`src/rtl/IO_DebouncePkg.sv`:
```
// Shared types and constants for the key debouncer.
package IO_DebouncePkg;

    // Per-channel debounce state: waiting for a change, or timing a candidate level.
    typedef enum logic {
        DB_IDLE  = 1'b0,
        DB_COUNT = 1'b1
    } DebounceState_t;

    // Key pins idle high; a pressed key pulls its pin low.
    localparam logic KEY_RELEASED_LEVEL = 1'b1;

    // 10 ms of stability at the 15 MHz I/O clock.
    localparam int unsigned DEFAULT_STABLE_COUNT = 150000;

endpackage

```
`src/rtl/debounce_channel.sv`:
```
// One key: two-flop synchroniser, stability timer and registered clean/strobe outputs.
module debounce_channel
    import IO_DebouncePkg::*;
#(
    parameter int unsigned STABLE_COUNT = DEFAULT_STABLE_COUNT,
    parameter int unsigned CNT_WIDTH    = $clog2(STABLE_COUNT)
) (
    input  logic Clock,
    input  logic Reset,
    input  logic KeyRaw,
    output logic KeyClean,
    output logic KeyPressed,
    output logic KeyReleased
);

    // Last count value before the new level is accepted; the counter never exceeds it.
    localparam logic [CNT_WIDTH-1:0] CNT_LAST = CNT_WIDTH'(STABLE_COUNT - 1);

    logic                 sync_q1;
    logic                 key_sync;
    DebounceState_t       state;
    DebounceState_t       state_nxt;
    logic [CNT_WIDTH-1:0] cnt;
    logic [CNT_WIDTH-1:0] cnt_nxt;
    logic                 clean_nxt;
    logic                 pressed_nxt;
    logic                 released_nxt;

    // Bring the asynchronous pin into the clock domain.
    always_ff @(posedge Clock or negedge Reset) begin
        if (!Reset) begin
            sync_q1  <= KEY_RELEASED_LEVEL;
            key_sync <= KEY_RELEASED_LEVEL;
        end else begin
            sync_q1  <= KeyRaw;
            key_sync <= sync_q1;
        end
    end

    // State, counter and output registers.
    always_ff @(posedge Clock or negedge Reset) begin
        if (!Reset) begin
            state       <= DB_IDLE;
            cnt         <= '0;
            KeyClean    <= KEY_RELEASED_LEVEL;
            KeyPressed  <= 1'b0;
            KeyReleased <= 1'b0;
        end else begin
            state       <= state_nxt;
            cnt         <= cnt_nxt;
            KeyClean    <= clean_nxt;
            KeyPressed  <= pressed_nxt;
            KeyReleased <= released_nxt;
        end
    end

    // Next-state: time how long the synchronised level differs from the clean level.
    always_comb begin
        state_nxt    = state;
        cnt_nxt      = cnt;
        clean_nxt    = KeyClean;
        pressed_nxt  = 1'b0;
        released_nxt = 1'b0;
        case (state)
            DB_IDLE: begin
                cnt_nxt = '0;
                if (key_sync != KeyClean) begin
                    state_nxt = DB_COUNT;
                    cnt_nxt   = CNT_WIDTH'(1);
                end
            end
            DB_COUNT: begin
                if (key_sync == KeyClean) begin
                    // Bounced back before the stability window elapsed.
                    state_nxt = DB_IDLE;
                    cnt_nxt   = '0;
                end else if (cnt == CNT_LAST) begin
                    state_nxt    = DB_IDLE;
                    cnt_nxt      = '0;
                    clean_nxt    = key_sync;
                    pressed_nxt  = ~key_sync;
                    released_nxt = key_sync;
                end else begin
                    cnt_nxt = cnt + CNT_WIDTH'(1);
                end
            end
            default: begin
                state_nxt = DB_IDLE;
                cnt_nxt   = '0;
            end
        endcase
    end

endmodule

```
`src/rtl/key_debouncer.sv`:
```
// Array of independent key debounce channels feeding the key & display unit.
module key_debouncer
    import IO_DebouncePkg::*;
#(
    parameter int unsigned NUM_KEYS     = 4,
    parameter int unsigned STABLE_COUNT = DEFAULT_STABLE_COUNT
) (
    input  logic                Clock,
    input  logic                Reset,
    input  logic [NUM_KEYS-1:0] KeysRaw,
    output logic [NUM_KEYS-1:0] KeysClean,
    output logic [NUM_KEYS-1:0] KeysPressed,
    output logic [NUM_KEYS-1:0] KeysReleased
);

    localparam int unsigned CNT_WIDTH = $clog2(STABLE_COUNT);

    // A window shorter than two cycles leaves no room for the counter to run.
    if (STABLE_COUNT < 2) begin : g_bad_stable_count
        $error("key_debouncer: STABLE_COUNT must be at least 2");
    end

    // One channel per key; channels share nothing but the clock and reset.
    for (genvar k = 0; k < int'(NUM_KEYS); k++) begin : g_key
        debounce_channel #(
            .STABLE_COUNT (STABLE_COUNT),
            .CNT_WIDTH    (CNT_WIDTH)
        ) u_channel (
            .Clock       (Clock),
            .Reset       (Reset),
            .KeyRaw      (KeysRaw[k]),
            .KeyClean    (KeysClean[k]),
            .KeyPressed  (KeysPressed[k]),
            .KeyReleased (KeysReleased[k])
        );
    end

endmodule

```
`config.mk`:
```
export PLATFORM = sky130hd
export DESIGN_NAME = key_debouncer
export DESIGN_NICKNAME = d
export VERILOG_FILES = /design/src/rtl/IO_DebouncePkg.sv /design/src/rtl/debounce_channel.sv /design/src/rtl/key_debouncer.sv
export SDC_FILE = /design/constraint.sdc
export NUM_CORES = 1
export LEC_CHECK = 0
export BUFFER_PORTS_ARGS = -buffer_cell sky130_fd_sc_hd__buf_2
export CORE_ASPECT_RATIO = 1.4
export CORE_MARGIN = 1.5
export CORE_UTILIZATION = 56
export CTS_BUF_LIST = sky130_fd_sc_hd__clkbuf_4 sky130_fd_sc_hd__clkbuf_8 sky130_fd_sc_hd__clkbuf_16
export DETAILED_ROUTE_END_ITERATION = 10
export PLACE_DENSITY = 0.73
export SLEW_MARGIN = 40
export SYNTH_ARGS = -nofsm -noshare
export SYNTH_HDL_FRONTEND = slang
export SYNTH_HIERARCHICAL = 1
export SYNTH_SLANG_ARGS = --single-unit
export TNS_END_PERCENT = 50
```
`constraint.sdc`:
```
create_clock -name Clock -period 4.6 [get_ports Clock]
set_clock_uncertainty 0.05 [all_clocks]
set_input_delay 0.92 -clock Clock [delete_from_list [all_inputs] [get_ports Clock]]
set_output_delay 0.92 -clock Clock [all_outputs]
set_load 0.01 [all_outputs]
```
==> results.md <==
* Outcome: completed
* Via count at 3215
* GPL Wtd Cong at 0.843
* Register area at 2420 sq um
* Number of global-route vias before repair at 3104
* Synth cell types at 29
* Post-synthesis net count at 442
* DIE HEIGHT at 110 um
* Post-DP HPWL at 5620 um
* Total track usage at 0.213
* CTS Buffer Depth at 2
* Layout cells sized above 1 at 0.144
* Worst skew pair latency at 0.35 ns
* Final hold vios at 0
* Post-DRT Antenna Nets at 0
* CTS buffer count at 9
* CP delay by family, top: simple AND/OR/NAND/NOR gates
* Cell Pwr Density at 301 nW/um^2
* Slowest CP cell: nor4_1
* Final setup vio count at 0
* WL/cell at 15.2 um
* Final Util at 0.633
* Number of synthesized flops with an enable pin at 0
* Comb pwr share at 0.032
* Max-Cap Viols at 0
* Synth Flop Type: dfrtp_1
* Io pins at 18
* Net Sw Power at 0.000329 W
* FMAX at 0.482 GHz
* Cells after Synth at 432
* Crit Path Max Fanout at 9
* Rows at 38
* Clk sinks at 96
* Leakage at 1.93 nW
* Overall routed net length at 8480 um
* Post-route DRC at 0
* Layout filler cell count at 651
* Reg power frac at 0.579
* Initial core utilization at 0.586
* Hold Slack at 0.309 ns
* Synth top area cells: dfrtp_1 (46%), xnor2_1 (11%), dfstp_2 (6.9%)
* Peak VDD IR at 0.000167 V
* Synth-to-Final Area Change at 8.17%
* # hold bufs at CTS at 0
* First-pass GRT wire length at 14700 um
* Setup bufs post-CTS at 0
* Post-CTS sizing at 0
* Slew Viols, Final at 0
* DRT iter0 DRCs at 214
* Die X at 79.6 um
* Worst Setup Start Kind: flip-flop
* Total negative setup slack at 0 ns
* Data arrival, critical path at 2.31 ns
* Reg clk slew, reported paths at 0.09 ns
* Initial antenna violation count at 0
* Post-synth top area cell: dfrtp_1
* Synth Cell Area at 4590 sq um
* Proportion of netlist area held by the largest area contributor at 0.458
* Int Power at 0.00117 W
* Sequential area share after synthesis at 0.526
* Worst path cell trace: ha_1, nand3_4, nor4_1, nand3_1, mux2_2
* Final Critical Period at 2.07 ns
* Die Area at 8760 sq um
* CTS Root Cell: clkbuf_8
* Number of port buffers at 17
* Clock Power Share at 0.389
* Min-Delay Path Class: flip-flop to flip-flop
* Req. time, crit path at 4.84 ns
* CTS tree: yes
* Vias/cell at 5.76
* Crit end category: flip-flop
* CP peak stage delay at 0.56 ns
* Nets at 463
* Final worst-path cycle share at 0.451
* Warnings, synthesis at 6
* Syn Area/Cell at 10.6 sq um
* Largest net degree at the start of global routing at 66
* RSZ-0062 raised after global routing: no
* Worst path bufs/invs at 0
* Post-synth top cells: dfrtp_1 (84), nor2_1 (80), xnor2_1 (60)
* Post-synth ARST share at 1.00
* Sw frac at 0.220
* Grt total ovfl at 0
* Crit Path Class: flip-flop to flip-flop
* Most common cell in the synthesized netlist: dfrtp_1
* Drt pass-1 iters at 5
* H-tree depth at 3
* Max_slew headroom at 0.586
* Worst-Margin Slew at 0.615 ns
* CORE AREA at 7850 sq um
* ANT cells at 0
* Synthesized flop and latch total at 96
* Multi-input logic area at 2050 sq um
==> per-stage QoR <==
stage	power, W	instance area, sq um	setup WS (ns)	std cells
finish	0.00149	4970	2.53	558
detailed placement	0.000931	4750	2.48	542
floorplan	0.000907	4590	2.81	432
global route	0.00156	4970	2.41	558
global placement	0.000928	4750	2.52	542
CTS	0.00152	4970	2.51	558
==> path summary, 6_finish.rpt <==
check,from,end,slack (ns),cells past startpoint
min in group asynchronous,Reset,g_key[3].u_channel/cnt[12],0.49,1
hold reg to reg,g_key[2].u_channel/sync_q1,g_key[2].u_channel/key_sync,0.31,0
hold / removal,g_key[2].u_channel/sync_q1,g_key[2].u_channel/key_sync,0.31,0
setup reg to reg,g_key[0].u_channel/cnt[0],g_key[0].u_channel/KeyClean,2.53,5
setup / recovery,g_key[0].u_channel/cnt[0],g_key[0].u_channel/KeyClean,2.53,5
max in group asynchronous,Reset,g_key[2].u_channel/KeyClean,3.12,2
==> layout by cell type (no fill, tap or decap), drive strengths merged, types with 8 or more instances in the layout <==
cell and count:
inv 16, dfstp 12, nor3b 8, nor3 16
nand4 20, xnor2 60, dfrtp 84, nor4 24
buf 18, nand3 28, nor2 80, nand2 16
clkbuf 12
==> registers in the layout, summed over array words and instances, names as in the netlist <==
name                         count
g_key.u_channel/KeyClean         4
g_key.u_channel/KeyPressed       4
g_key.u_channel/KeyReleased      4
g_key.u_channel/cnt             72
g_key.u_channel/key_sync         4
g_key.u_channel/state            4
g_key.u_channel/sync_q1          4
==> power groups by stage <==
stage | sequential (W) | combinational (W) | clock, W
after floorplan | 0.000880 | 0.0000270 | 0
after global placement | 0.000881 | 0.0000473 | 0
after detailed placement | 0.000882 | 0.0000490 | 0
after CTS | 0.000866 | 0.0000491 | 0.000602
after global routing | 0.000868 | 0.0000555 | 0.000635
final | 0.000866 | 0.0000480 | 0.000581
==> kinds of logic after synthesis <==
group | after synthesis | share of synthesized area
buffers and inverters | 24 | 0.0272
AND/OR/NAND/NOR | 216 | 0.255
multiplexers | 4 | 0.00980
adder cells (fa/ha/maj) | 4 | 0.0109
AO/OA/AOI/OAI | 24 | 0.0490
XOR/XNOR | 64 | 0.122
flip-flops | 96 | 0.526
==> routing by layer <==
layer  global-route usage  up-vias  share of wire
met5                    0        -              0
met4               0.0777        0         0.0094
met3               0.0428        6          0.031
met2                0.335       62           0.48
met1                0.292     1586           0.48
li1                     -     1561              -
==> final cells by class <==
| class | instances | share of cell area |
|---|---|---|
| Inverter | 16 | 0.0121 |
| Clock buffer | 12 | 0.0332 |
| Tap cell | 100 | 0.0252 |
| Clock inverter | 4 | 0.0103 |
| Sequential cell | 96 | 0.486 |
| Timing Repair Buffer | 18 | 0.0199 |
| Multi-Input combinational cell | 312 | 0.413 |
==> worst reg2reg max path, stage by stage, from the launching register on <==
cell and delay [ns]:
dfrtp_1 0.42, ha_1 0.25, nand3_4 0.16, nor4_1 0.56, nand3_1 0.25, mux2_2 0.32
Power figures use the tool's default switching activity.
